--- src/rtl/zero_pad_writer.sv ---
// zero_pad_writer: wraps a row-major WIDTH x WIDTH pixel stream with a one-pixel
// ring of zeros and writes the (WIDTH+2) x (WIDTH+2) result into a downstream
// channel FIFO. Border zeros are generated locally and never wait on the input
// stream. Interior positions pass one input pixel each. Every write is throttled
// by the FIFO almost-full flag.
module zero_pad_writer #(
    parameter int DATA_WIDTH = 32,
    parameter int WIDTH      = 56
) (
    input  logic                  clk,
    input  logic                  rst,
    input  logic                  start,
    input  logic [DATA_WIDTH-1:0] data_in,
    input  logic                  valid_in,
    output logic                  ready_in,
    input  logic                  fifo_afull,
    output logic                  wrreq,
    output logic [DATA_WIDTH-1:0] data_out,
    output logic                  busy,
    output logic                  frame_done
);

    // Counter width must hold the largest padded index, WIDTH+1.
    localparam int            CW       = $clog2(WIDTH + 2);
    localparam logic [CW-1:0] LAST_POS = CW'(WIDTH + 1);
    localparam logic [CW-1:0] ZERO_POS = {CW{1'b0}};
    localparam logic [CW-1:0] ONE_POS  = CW'(1);

    typedef enum logic [1:0] {
        IDLE = 2'd0,
        RUN  = 2'd1,
        DONE = 2'd2
    } state_t;

    state_t                  state_q;
    logic [CW-1:0]           row_q;
    logic [CW-1:0]           col_q;
    logic [CW-1:0]           row_d;
    logic [CW-1:0]           col_d;
    logic [DATA_WIDTH-1:0]   data_d;
    logic [DATA_WIDTH-1:0]   data_out_q;
    logic                    wrreq_q;
    logic                    busy_q;
    logic                    frame_done_q;

    logic                    run_s;
    logic                    border_s;
    logic                    col_wrap_s;
    logic                    emit_s;
    logic                    last_s;

    // Position classification, handshake and emit decision for the current cycle.
    always_comb begin
        run_s      = (state_q == RUN);
        border_s   = (row_q == ZERO_POS) || (row_q == LAST_POS) ||
                     (col_q == ZERO_POS) || (col_q == LAST_POS);
        col_wrap_s = (col_q == LAST_POS);
        // A pixel is only accepted when it can be written out on the same edge.
        ready_in   = run_s && !border_s && !fifo_afull;
        emit_s     = run_s && !fifo_afull && (border_s || valid_in);
        last_s     = emit_s && (row_q == LAST_POS) && col_wrap_s;
    end

    // Next scan position and next write word, used only when an emit happens.
    always_comb begin
        row_d  = row_q;
        col_d  = col_q;
        data_d = {DATA_WIDTH{1'b0}};
        if (col_wrap_s) begin
            col_d = ZERO_POS;
            row_d = row_q + ONE_POS;
        end else begin
            col_d = col_q + ONE_POS;
            row_d = row_q;
        end
        if (border_s) begin
            data_d = {DATA_WIDTH{1'b0}};
        end else begin
            data_d = data_in;
        end
    end

    // Frame-control FSM together with the scan counters and all registered outputs.
    always_ff @(posedge clk or negedge rst) begin
        if (!rst) begin
            state_q      <= IDLE;
            row_q        <= ZERO_POS;
            col_q        <= ZERO_POS;
            wrreq_q      <= 1'b0;
            data_out_q   <= {DATA_WIDTH{1'b0}};
            busy_q       <= 1'b0;
            frame_done_q <= 1'b0;
        end else begin
            wrreq_q      <= 1'b0;
            frame_done_q <= 1'b0;
            case (state_q)
                IDLE: begin
                    if (start) begin
                        state_q <= RUN;
                        busy_q  <= 1'b1;
                        row_q   <= ZERO_POS;
                        col_q   <= ZERO_POS;
                    end
                end
                RUN: begin
                    if (emit_s) begin
                        wrreq_q    <= 1'b1;
                        data_out_q <= data_d;
                        row_q      <= row_d;
                        col_q      <= col_d;
                        if (last_s) begin
                            frame_done_q <= 1'b1;
                            state_q      <= DONE;
                            busy_q       <= 1'b0;
                        end
                    end
                end
                DONE: begin
                    state_q <= IDLE;
                    busy_q  <= 1'b0;
                end
                default: begin
                    state_q <= IDLE;
                    busy_q  <= 1'b0;
                end
            endcase
        end
    end

    assign wrreq      = wrreq_q;
    assign data_out   = data_out_q;
    assign busy       = busy_q;
    assign frame_done = frame_done_q;

endmodule

--- config.mk ---
export PLATFORM = sky130hd
export DESIGN_NAME = zero_pad_writer
export DESIGN_NICKNAME = d
export VERILOG_FILES = /design/src/rtl/zero_pad_writer.sv
export SDC_FILE = /design/constraint.sdc
export NUM_CORES = 1
export LEC_CHECK = 0
export ABC_AREA = 1
export BUFFER_PORTS_ARGS = -buffer_cell sky130_fd_sc_hd__buf_2
export CAP_MARGIN = 20
export CORE_AREA = 3 3 86 88
export CTS_CLUSTER_SIZE = 30
export DETAILED_ROUTE_END_ITERATION = 12
export DIE_AREA = 0 0 89 91
export GPL_TIMING_DRIVEN = 0
export PLACE_DENSITY = 0.58
export SYNTH_ARGS = -nofsm -noshare
export SYNTH_HDL_FRONTEND = slang
export SYNTH_SLANG_ARGS = --single-unit
--- constraint.sdc ---
create_clock -name clk -period 1.8 [get_ports clk]
set_clock_uncertainty 0.2 [all_clocks]
set_input_delay 0.36 -clock clk [delete_from_list [all_inputs] [get_ports clk]]
set_output_delay 0.36 -clock clk [all_outputs]
set_load 0.01 [all_outputs]
# Word level (Yosys, flattened, before mapping)
# Index checks and enable logic that the tools add are counted.
dict set report totals {
  regBits 49
  latchBits 0
  mem_bits_rw 0
  mem_bits_ro 0
  inputBits 37
  output_inout_bits 36
  word_cells 57
  memories 0
}
dict set report op_classes {
  n_addsub 2
  multipliers 0
  n_div 0
  order_cmp 0
  n_eq_ne 7
  n_shift 0
  mux 21
  bitwise 0
  n_reduce_logical 20
}
# cell n
set op_table {}
lappend op_table {{$mux W32} 1}
lappend op_table {{$mux W6} 5}
lappend op_table {{$pmux W6 S2} 2}
lappend op_table {{$add A6 B1 Y6 const B} 2}
lappend op_table {{$eq A6 B6 Y1 const B} 2}
lappend op_table {{$logic_not A6 Y1} 2}
lappend op_table {{$mux W1} 8}
lappend op_table {{$logic_and A1 B1 Y1} 6}
lappend op_table {{$mux W2} 3}
lappend op_table {{$ne A2 B1 Y1 const B} 3}
lappend op_table {{$reduce_and A3 Y1} 2}
lappend op_table {{$logic_or A1 B1 Y1} 4}
lappend op_table {{$pmux W2 S2} 1}
lappend op_table {{$reduce_and A4 Y1} 1}
lappend op_table {{$eq A2 B1 Y1 const B} 1}
lappend op_table {{$logic_not A1 Y1} 2}
lappend op_table {{$logic_not A2 Y1} 1}
lappend op_table {{$ne A2 B2 Y1 const B} 1}
lappend op_table {{$pmux W1 S2} 1}
lappend op_table {{$reduce_and A2 Y1} 1}
lappend op_table {{$reduce_bool A2 Y1} 1}

# Logic depth before layout (Yosys ltp)
dict set report depth {
  word_depth 11
  depth_mapped 11
  mapped_depth_nobuf 11
}

# Worst setup path after synthesis
# Ideal clock, no wire load.
dict set report synth_timing {
  kind {flip-flop to output port}
  from {register col_q[0]}
  to {output ready_in}
  arrival_time_ns 1.450
  t_required_ns 1.240
  path_slack_ns -0.210
  stages_incl_launch_ff 8
  n_path_buf 1
  cell_sequence {dfrtp_1 -> ha_1 -> nand3_1 -> nor2_4 -> nor3_4 -> buf_2 -> nand2_1 -> nor2_1}
}
dict set report synth_via {
  elab_chain_cells 6
  word_cells_on_any_way 7
  classes_between {1 x eq/ne; 6 x reduce/logical}
}
# element line_no
set synth_lines {}
lappend synth_lines {{from (decl)} 37} ;# logic [CW-1:0] col_q;
lappend synth_lines {{from (signal assigned)} 110} ;# col_q <= col_d;
lappend synth_lines {{$logic_not A6 Y1} 56} ;# (col_q == ZERO_POS) || (col_q == LAST_POS);
lappend synth_lines {{$logic_or A1 B1 Y1} 55} ;# border_s = (row_q == ZERO_POS) || (row_q == LAST_POS) ||
lappend synth_lines {{$logic_or A1 B1 Y1 *} 56}
lappend synth_lines {{$logic_not A1 Y1 *} 59} ;# ready_in = run_s && !border_s && !fifo_afull;
lappend synth_lines {{$logic_and A1 B1 Y1 * (2 in series)} 59}
lappend synth_lines {{to (decl)} 15} ;# output logic ready_in,
# Every way passes the cells marked *; elsewhere a longest branch is shown, timed or not.

# Final worst setup path
dict set report layout_timing {
  from {register col_q[1]}
  to {output ready_in}
}
# The elaborated chain is that of the path after synthesis.

==> impl_metrics.tcl <==
set metrics [dict create \
    status "complete, but fails checks" \
    failed_checks "negative setup slack" \
    hold_ws_ps 93.30 \
    grt_pass1_vias 2115 \
    synthDistinctLibCells 24 \
    cts_sinks 48 \
    h-tree-depth 2 \
    holdCritPathClass "in -> reg" \
    die_area_sq_um 8099 \
    routedWlPerCell_um 13.05 \
    fillers 650 \
    period_needed_ps 2178 \
    grt_util_all_layers_pct 15.12 \
    cts_tree "yes" \
    layoutNonFillerInstCount 450 \
    drive_gt1_share_pct 38.11 \
    die_h_um 91 \
    clkLatencyLatePin_ps 290 \
    netlist_area_sq_um 2323 \
    initialDrtViolationCount 49 \
    dp.final_hpwl_mm 4.087 \
    cp_data_arrival_time_ps 1620 \
    ir_drop_mv 0.5988 \
    multi_input_area_sq_um 1084 \
    cp_max_fo 2 \
    antenna_found_initial 0 \
    worstHoldPathCells 3 \
    fp.coreArea_sq_um 6719 \
    p_per_area_nw_per_um2 1571 \
    clockBufferDepth 2 \
    grt_max_degree 26 \
    numCtsBuffers 5 \
    overflow 0 \
    routed_wirelength_mm 5.872 \
    syn2layout_area_growth_pct 38.34 \
    dp_cells 425 \
    regArea_sq_um 1202 \
    gp_congestion 0.7809 \
    finalSetupViolCount 49 \
    p_leak_nw 1.649 \
    synth_fp_nets 315 \
    synthCells 272 \
    clockRootBuffer "clkbuf_8" \
    initial_core_util_pct 34.58 \
    cap_violations 0 \
    critical_path_class "reg -> out" \
    max_freq_mhz 459.2 \
    start_kind "flop" \
    die_x_um 89 \
    rsz0062_at_grt "yes" \
    worst_pin_slew_ps 609.4 \
    worst-r2r-cell-count 13 \
    slew_viol_final 0 \
    ys_ff_latch 48 \
    drc 0 \
    finalNetCount 413 \
    ff2ff_setup_slack_ps -270 \
    yosysWarnings 0 \
    pin_count 73 \
    synth_seq_area_share_pct 51.70 \
    slew-limit-headroom_pct 59.37 \
    finalCritPeriodShare_pct 121.0 \
    row_count 30 \
    first_pass_iters 5 \
    setup_ws_ps -377.6 \
    via_per_inst 4.673 \
    hold_viol_final 0 \
    vias 2103 \
    n_antenna_cell 0 \
    avgSynthCellArea_sq_um 8.542 \
    io_buffers 72 \
    cts.reportedPaths.clkPinSlew_ps 90 \
    worst-endpoint-required_ps 1240 \
    grt_pass1_wl_mm 9.963 \
    ant_nets 0 \
    cp-end-kind "primary output" \
]
stage by stage:
step                power (mW)  utilization (%)  area (sq um)  TNS (ps)  setup WS, ps
floorplan                3.300                -          2365    -70.55        -70.55
global placement         4.039            42.05          2825     -7760        -341.9
detailed placement       4.090            42.35          2845     -8764        -352.7
CTS                      5.003            46.50          3124    -10470        -367.0
finish                   5.050            47.84          3214    -11320        -377.6
global route             5.552            47.84          3214    -17250        -496.1
flip-flops by register name, indices dropped and copies added (netlist names):
signal and count:
data_out 32, frame_done 1, state_q 1, busy 1, col_q 6, row_q 6, wrreq 1
power breakdown:
| group | internal (mW) | switching, mW |
|---|---|---|
| registers | 1.50 | 0.271 |
| logic | 1.18 | 1.49 |
| clock network | 0.265 | 0.349 |
metal layers:
metal,share of wire [%],global-route usage [%]
met1,45,20.24
met3,5.2,2.904
met2,49,25.31
met4,0.85,2.978
met5,0,0
layout make-up:
| class | instances | area share [%] |
|---|---|---|
| plain buffers | 12 | 3.425 |
| clock buffers | 6 | 2.258 |
| flip-flops and latches | 48 | 37.41 |
| repair buffers | 91 | 17.83 |
| well taps | 80 | 3.114 |
| inverters | 18 | 2.102 |
| clock inverters | 1 | 0.1557 |
| multi-input cells | 194 | 33.71 |
synth_stat cells, drive strengths merged:
master / instances / area share (%)
clkbuf: 3 / 0.48
buf: 9 / 3.3
ha: 6 / 3.2
nand4: 12 / 3.2
inv: 18 / 2.9
xnor2: 3 / 1.1
xor2: 4 / 1.5
dfrtp: 48 / 52
nor2: 21 / 4.1
nand2: 99 / 17
o21ai: 34 / 7.3
nand3: 11 / 3.0
a211oi: 1 / 0.32
nor3: 2 / 0.92
or2: 1 / 0.27
kinds of logic after synthesis:
group,share of synthesized area (%)
compound gates,7.647
xor+xnor,2.639
fa+ha+maj,3.231
buf+inv,6.677
flops,51.70
simple gates,28.11
placed cells by master, fill, tap and decap left out, types with 3 or more instances in the layout:
master / count
buf_2: 73
buf_4: 12
buf_6: 9
clkbuf_8: 5
dfrtp_1: 47
ha_2: 4
inv_1: 16
nand2_1: 89
nand2_2: 7
nand3_1: 4
nand3_2: 5
nand4_1: 12
nor2_1: 15
nor2_4: 6
o21ai_1: 32
xnor2_1: 3
xor2_1: 4
critical path: stages (launching register included):
cell and delay, ps:
dfrtp_1 370, inv_2 50, ha_2 170, nand3_2 90, nor2_4 50, nor3_4 210, buf_6 130, nand2_4 40
nor2_4 80, buf_6 110
repair_timing:
action / 4_1_cts / 5_1_grt
hold buffers: 1 / 0
buffers inserted: 11 / 3
endpoints found under the setup margin: 48 / 49
hold endpoints to repair: 24 / 0
resized for setup: 21 / 14
pin swaps: 9 / 7
cloned: 2 / 1
path summary, 6_finish.rpt:
path / from / end
min in group asynchronous: rst / col_q[1]
setup / recovery: col_q[1] / ready_in
max in group asynchronous: rst / row_q[0]
hold reg to reg: data_out[11] / data_out[11]
hold / removal: data_in[30] / data_out[30]
setup reg to reg: col_q[1] / data_out[17]
(Power assumes the default switching activity.)
